$ cat src/rtl/regs_wb_queue.sv
// Write-back queue for the 8x16 dual-write register file: buffers execute-stage
// writes and drains up to two per cycle, in program order, onto a shared-enable port pair.
module regs_wb_queue #(
    parameter int DEPTH = 4,
    parameter int AW    = 4,
    parameter int DW    = 16
) (
    input  logic                     clk,
    input  logic                     reset,
    input  logic                     in_valid,
    output logic                     in_ready,
    input  logic [AW-1:0]            in_addr,
    input  logic [DW-1:0]            in_data,
    input  logic                     flush,
    output logic                     wen,
    output logic [AW-1:0]            waddr0,
    output logic [DW-1:0]            wdata0,
    output logic [AW-1:0]            waddr1,
    output logic [DW-1:0]            wdata1,
    input  logic [AW-1:0]            chk_addr,
    output logic                     chk_busy,
    output logic [$clog2(DEPTH):0]   count,
    output logic                     err
);

    localparam int PW = $clog2(DEPTH);
    localparam int CW = PW + 1;

    logic [AW-1:0] addr_mem [DEPTH];
    logic [DW-1:0] data_mem [DEPTH];
    logic [PW-1:0] rd_ptr;
    logic [PW-1:0] rd_ptr1;
    logic [PW-1:0] wr_ptr;
    logic [CW-1:0] count_q;
    logic          push;
    logic          illegal;
    logic          enq;
    logic [1:0]    pop_n;
    logic [PW-1:0] off;

    assign count    = count_q;
    assign in_ready = (count_q < CW'(DEPTH));
    assign push     = in_valid & in_ready & ~flush;
    assign illegal  = in_addr[AW-1];
    assign enq      = push & ~illegal;
    assign rd_ptr1  = rd_ptr + PW'(1);

    // Pop decision looks only at the occupancy before this edge's push.
    always_comb begin
        if (count_q >= CW'(2)) begin
            pop_n = 2'd2;
        end else if (count_q == CW'(1)) begin
            pop_n = 2'd1;
        end else begin
            pop_n = 2'd0;
        end
    end

    always_ff @(posedge clk) begin
        if (enq) begin
            addr_mem[wr_ptr] <= in_addr;
            data_mem[wr_ptr] <= in_data;
        end
    end

    always_ff @(posedge clk or posedge reset) begin
        if (reset) begin
            rd_ptr  <= '0;
            wr_ptr  <= '0;
            count_q <= '0;
            wen     <= 1'b0;
            waddr0  <= '0;
            wdata0  <= '0;
            waddr1  <= '0;
            wdata1  <= '0;
            err     <= 1'b0;
        end else begin
            if (push && illegal) begin
                err <= 1'b1;
            end
            if (flush) begin
                rd_ptr  <= '0;
                wr_ptr  <= '0;
                count_q <= '0;
                wen     <= 1'b0;
            end else begin
                if (enq) begin
                    wr_ptr <= wr_ptr + PW'(1);
                end
                // A single pending write is mirrored on both ports since the enable is shared.
                case (pop_n)
                    2'd2: begin
                        rd_ptr <= rd_ptr + PW'(2);
                        waddr0 <= addr_mem[rd_ptr];
                        wdata0 <= data_mem[rd_ptr];
                        waddr1 <= addr_mem[rd_ptr1];
                        wdata1 <= data_mem[rd_ptr1];
                        wen    <= 1'b1;
                    end
                    2'd1: begin
                        rd_ptr <= rd_ptr1;
                        waddr0 <= addr_mem[rd_ptr];
                        wdata0 <= data_mem[rd_ptr];
                        waddr1 <= addr_mem[rd_ptr];
                        wdata1 <= data_mem[rd_ptr];
                        wen    <= 1'b1;
                    end
                    default: begin
                        wen <= 1'b0;
                    end
                endcase
                count_q <= count_q + CW'(enq) - CW'(pop_n);
            end
        end
    end

    always_comb begin
        chk_busy = 1'b0;
        off      = '0;
        for (int unsigned i = 0; i < DEPTH; i++) begin
            off = PW'(i) - rd_ptr;
            if (({1'b0, off} < count_q) && (addr_mem[i] == chk_addr)) begin
                chk_busy = 1'b1;
            end
        end
        if (wen && ((waddr0 == chk_addr) || (waddr1 == chk_addr))) begin
            chk_busy = 1'b1;
        end
        if (in_valid && in_ready && (in_addr == chk_addr)) begin
            chk_busy = 1'b1;
        end
    end

endmodule

$ cat config.mk
export PLATFORM = sky130hd
export DESIGN_NAME = regs_wb_queue
export DESIGN_NICKNAME = d
export VERILOG_FILES = /design/src/rtl/regs_wb_queue.sv
export SDC_FILE = /design/constraint.sdc
export NUM_CORES = 1
export LEC_CHECK = 0
export CORE_ASPECT_RATIO = 0.8
export CORE_UTILIZATION = 58
export CTS_BUF_LIST = sky130_fd_sc_hd__clkbuf_8
export DETAILED_ROUTE_END_ITERATION = 8
export GPL_TIMING_DRIVEN = 0
export PLACE_DENSITY_LB_ADDON = 0.08
export SLEW_MARGIN = 20
export SYNTH_ARGS = -nofsm -noshare
export SYNTH_HDL_FRONTEND = slang
export SYNTH_SLANG_ARGS = --single-unit
$ cat constraint.sdc
create_clock -name clk -period 3.2 [get_ports clk]
set_input_delay 0.32 -clock clk [delete_from_list [all_inputs] [get_ports clk]]
set_output_delay 0.32 -clock clk [all_outputs]
set_load 0.02 [all_outputs]
=== After elaboration in Yosys (flattened, before gate mapping) ===
Memories as Yosys holds them, arrays and structs flattened.
Index checks and enable logic that the tools add are counted.

* Register bits: 49
* Latch bits: 0
* Memory bits (writable): 80
* ROM bits: 0
* Output and inout port bits: 47
* Memories kept: 2

{| class="wikitable"
|+ Memories
! memory !! words !! bits a word !! read ports !! clocked after Yosys merged registers in !! wr ports !! line !! text
|-
| data_mem || 4 || 16 || 2 || 0 || 1 || 30 || <nowiki>logic [DW-1:0] data_mem [DEPTH];</nowiki>
|-
| addr_mem || 4 || 4 || 6 || 0 || 1 || 29 || <nowiki>logic [AW-1:0] addr_mem [DEPTH];</nowiki>
|}

* Add/sub/neg operators: 9
* Multiply operators: 0
* Div/mod/pow operators: 0
* Order comparisons: 6
* Equal/unequal tests: 10
* Shift-type cells: 0
* Mux-type cells: 19
* Bitwise gates (word level): 5
* Reduce and logical (&&, ||, !) cells: 15

{| class="wikitable"
|+ Operator list
! cell !! count
|-
| $pmux W16 S2 || 1
|-
| $eq A4 B4 Y1 || 7
|-
| $lt A2 B3 Y1 || 4
|-
| $mux W1 || 11
|-
| $logic_and A1 B1 Y1 || 8
|-
| $mux W2 || 4
|-
| $pmux W4 S2 || 1
|-
| $add A2 B1 Y2 const B || 2
|-
| $pmux W2 S2 || 1
|-
| $reduce_and A2 Y1 || 2
|-
| $reduce_bool A2 Y1 || 2
|-
| $sub A1 B2 Y2 const A || 2
|-
| $sub A2 B2 Y2 const A || 2
|-
| $add A3 B1 Y3 || 1
|-
| $and A1 B1 Y1 || 3
|-
| $eq A3 B1 Y1 const B || 1
|-
| $ge A3 B2 Y1 const B || 1
|-
| $lt A3 B3 Y1 const B || 1
|-
| $mux W3 || 1
|-
| $reduce_bool A3 Y1 || 1
|-
| $sub A3 B2 Y3 || 1
|-
| $add A2 B2 Y2 const B || 1
|-
| $eq A2 B1 Y1 const B || 1
|-
| $eq A2 B2 Y1 const B || 1
|-
| other kinds (3) || 4
|}

=== Longest topological paths before layout ===
* Depth after elaboration: 9
* Depth in mapped cells: 11

=== Least setup slack after synthesis ===
OpenSTA, ideal clock, no wires.

* Path kind: register to register
* From: reg count_q[2], in the netlist count[2]
* To: reg count_q[2], in the netlist count[2]
* Setup time: 0.133 ns
* Arrival: 2.365 ns
* Path slack: 0.702 ns
* Cell stages (with the launch flop): 12
* Path buffers: 0
* Cells stage by stage: dfrtp_1 inv_1 nand2_1 nor3_1 inv_1 ha_1 inv_1 ha_1 inv_1 fa_1 xnor2_1 nor2_1

* Longest elaborated chain between the ends: 7
* Elaborated cells between the ends (all ways): 11
* Those cells by class: 2 x add/sub; 2 x order compare; 1 x eq/ne; 3 x mux; 3 x bitwise

{| class="wikitable"
|+ Ends and longest elaborated chain
! what !! line !! text
|-
| from (decl) || 34 || <nowiki>logic [CW-1:0] count_q;</nowiki>
|-
| from (signal assigned) || 112 || <nowiki>count_q <= count_q + CW'(enq) - CW'(pop_n);</nowiki>
|-
| $lt A3 B3 Y1 || 42 || <nowiki>assign in_ready = (count_q < CW'(DEPTH));</nowiki>
|-
| named net in_ready || 11 || <nowiki>output logic in_ready,</nowiki>
|-
| $and A1 B1 Y1 (2 in a row) || 43 || <nowiki>assign push = in_valid & in_ready & ~flush;</nowiki>
|-
| $and A1 B1 Y1 || 45 || <nowiki>assign enq = push & ~illegal;</nowiki>
|-
| $add A3 B1 Y3 || 112 ||
|-
| $sub A3 B2 Y3 || 112 ||
|-
| $mux W3 || 81 || <nowiki>if (flush) begin</nowiki>
|}

The timed path passes the listed nets, and every way through them passes these cells.
A chain may end at the register's enable or synchronous reset.

=== Worst setup path in the final report ===
* From: reg rd_ptr[0]
* To: out chk_busy

* Longest elaborated chain between the ends: 9
* Elaborated cells between the ends (all ways): 18
* Those cells by class: 4 x add/sub; 4 x order compare; 6 x mux; 4 x reduce/logical

{| class="wikitable"
|+ Ends and longest elaborated chain
! what !! line !! text
|-
| from (decl) || 31 || <nowiki>logic [PW-1:0] rd_ptr;</nowiki>
|-
| from (signal assigned) || 93 || <nowiki>rd_ptr <= rd_ptr + PW'(2);</nowiki>
|-
| from (signal assigned) || 101 || <nowiki>rd_ptr <= rd_ptr1;</nowiki>
|-
| $sub A1 B2 Y2 || 121 || <nowiki>off = PW'(i) - rd_ptr;</nowiki>
|-
| $lt A2 B3 Y1 || 122 || <nowiki>if (({1'b0, off} < count_q) && (addr_mem[i] == chk_addr)) begin</nowiki>
|-
| $logic_and A1 B1 Y1 || 122 ||
|-
| $mux W1 (3 in a row) || 122 ||
|-
| $mux W1 * || 122 ||
|-
| $mux W1 * || 126 || <nowiki>if (wen && ((waddr0 == chk_addr) || (waddr1 == chk_addr))) begin</nowiki>
|-
| $mux W1 * || 129 || <nowiki>if (in_valid && in_ready && (in_addr == chk_addr)) begin</nowiki>
|-
| to (decl) || 21 || <nowiki>output logic chk_busy,</nowiki>
|}

Mark *: on every way between the ends. The rest lies on a longest branch, timed or not.

==> flow_summary.json <==
{
  "grt.total_usage": 0.2652,
  "ir_worst_vdd_mv": 0.4567,
  "synth_warnings": 0,
  "area_growth_pct": 21.35,
  "end_kind": "output port",
  "cts.htree.levels": 4,
  "via_per_inst": 5.812,
  "syn_area_um2": 6072,
  "nets": 498,
  "hold_path_startpoint": "flush",
  "grt-busiest-layer": "met2",
  "ctsHoldBuffers": 0,
  "grt_pass1_vias": 3637,
  "setup_viol": 0,
  "start_util": 0.5954,
  "cts_max_path_buffers": 2,
  "cts.sinks": 129,
  "wire_per_inst_um": 21.15,
  "hpwlAfterDp_um": 8384,
  "synth-seq-cells": 129,
  "drv_cap": 0,
  "status": "completed",
  "regToRegStartpoint": "count[2]$_DFF_PP0_",
  "cp_data_required_time_ps": 2880,
  "overflow": 0,
  "post_cts_resize_count": 1,
  "max_slew_margin": 0.5567,
  "io_pins": 75,
  "fin_cells": 612,
  "timing.fmax_ghz": 0.3623,
  "die_y_um": 93.52,
  "place.gp.congestion": 0.7848,
  "finalHoldViolations": 0,
  "synth-seq-area-share": 0.5976,
  "critPathLaunchType": "register",
  "cts_tree": "built",
  "die-area_um2": 10880,
  "slew_violations": 0,
  "setup_ws_ps": 440.1,
  "path_clk_slew_ps": 80,
  "drc": 0,
  "clk-insertion-delay-late_ps": 440,
  "cts_root_buf": "clkbuf_8",
  "finalSetupTns_ps": 0,
  "dp.cells": 580,
  "wl_um": 12950,
  "p_leak_uw": 0.002675,
  "n_fill_cell": 691,
  "cp_max_fo": 10,
  "grtUsageMet1": 0.3794,
  "postSynthCellCount": 371,
  "antenna_found_initial": 0,
  "fin_crit_sh": 0.8625,
  "layout_common_cells": "edfxtp_1, clkdlybuf4s50_1, dfrtp_1",
  "ant_nets": 0,
  "grt_pass1_wl_um": 20180,
  "use_met3": 0.06610,
  "worst_pin_slew_ps": 665.0,
  "power_per_cell_area_nw_per_um2": 888.4,
  "fin_skew_ps": 11.34,
  "seqCellArea_um2": 3628,
  "drtIter0Drc": 284,
  "portBuffers": 69,
  "multi_input_area_um2": 2240,
  "cts_made_buffers": 17,
  "path_class": "reg -> out",
  "post-place-ws_ps": 323.2,
  "grt_util_met2": 0.4014,
  "holdWs_ps": 277.3,
  "via_count": 3557,
  "cts_setup_buffers": 0,
  "diodes": 0,
  "final_common_cell": "edfxtp_1",
  "synth_nets": 410,
  "ys_types": 32,
  "drt_pass1_iterations": 5,
  "hold_path.class": "in -> reg",
  "drive_gt1_frac": 0.2436,
  "fin_crit_ps": 2760,
  "syn_area_per_cell_um2": 16.37,
  "critPathArrivalTime_ps": 2440,
  "grt_max_degree": 50,
  "die_w_um": 116.4,
  "core-area_um2": 10200,
  "rows": 33,
  "worstSetupStartpoint": "rd_ptr[0]$_DFFE_PP0P_",
  "rsz0062_at_grt": "no"
}
## cell usage after synthesis
cell type / n / area [um2]
nor3_1: 2 / 10.01
buf_4: 5 / 37.54
nand2b_1: 1 / 6.260
clkbuf_1: 3 / 11.26
buf_12: 2 / 40.04
xnor2_1: 6 / 52.55
buf_6: 2 / 22.52
nor2b_1: 1 / 6.260
nand2_1: 4 / 15.01
o21ai_0: 6 / 30.03
nand4_1: 2 / 12.51
inv_1: 10 / 37.54
a21o_1: 1 / 7.510
mux4_2: 36 / 810.8
mux2_4: 14 / 210.2
mux2i_1: 20 / 200.2
and3_1: 3 / 18.77
dfrtp_1: 49 / 1226
nor2_2: 1 / 6.260
nor2_1: 27 / 101.4
and2_1: 4 / 25.02
mux4_1: 4 / 105.1
mux2_2: 6 / 67.56
nor4_1: 6 / 37.54
buf_2: 12 / 60.06
fa_1: 1 / 20.02
or3_1: 1 / 6.260
o31ai_1: 1 / 7.510
xor2_1: 26 / 227.7
edfxtp_1: 80 / 2402
ha_1: 10 / 125.1
a21oi_1: 25 / 125.1
## kinds of logic (layout without fill, tap and decap cells)
kind of cell,after synthesis,count (layout),share of synthesized area
compound gates,33,33,0.02803
xor+xnor,32,32,0.04616
fa+ha+maj,11,11,0.02390
buf+inv,34,135,0.03441
flops,129,129,0.5976
mux,80,80,0.2295
simple gates,52,52,0.04039
## final cells by class
type | instances | area share
buffer | 24 | 0.02360
clock buffer | 17 | 0.03175
clock inverter | 15 | 0.02496
inverter | 10 | 0.005434
multi-input combinational | 208 | 0.3040
sequential | 129 | 0.4924
tap | 140 | 0.02377
timing repair buffer | 69 | 0.09407
## metrics by stage
stage | total power (uW) | area [um2] | utilization
after detailed placement | 5131 | 6944 | 0.6809
final | 6546 | 7368 | 0.7225
after global routing | 6883 | 7368 | 0.7225
after CTS | 6589 | 7365 | 0.7221
after floorplan | 4114 | 6072 | -
after global placement | 5070 | 6938 | 0.6803
## state kept, by name (all words and copies together), names as in the netlist
signal	cells
addr_mem	16
count	3
data_mem	64
err	1
rd_ptr	2
waddr0	4
waddr1	4
wdata0	16
wdata1	16
wen	1
wr_ptr	2
## path summary, 6_finish.rpt
check                      cells after the start                     end  slack [ps]
setup / recovery                              10                chk_busy         440
hold / removal                                 2      count[1]$_DFF_PP0_         280
setup reg to reg                              11      count[2]$_DFF_PP0_         590
min in group asynchronous                      2  wdata0[12]$_DFFE_PP0P_         340
hold reg to reg                                1         err$_DFFE_PP0P_         460
max in group asynchronous                      2   rd_ptr[0]$_DFFE_PP0P_        2410
## metal layers
layer / part of all wire / vias up
li1: - / 1591
met1: 0.44 / 1828
met2: 0.49 / 123
met3: 0.061 / 15
met4: 0.010 / 0
met5: 0 / -
## critical path, stage by stage, from the launching register on
cell and delay, ps:
dfrtp_1 340, buf_6 170, buf_4 260, xor2_1 230, inv_1 70, ha_1 270
a21oi_1 120, o21ai_0 70, and3_1 160, nand4_1 70, dlymetal6s2s_1 220
## where the power goes
group          switching [uW]  internal (uW)
clock                     684            778
sequential                214           2090
combinational            1370           1410
Power figures use the tool's default switching activity.
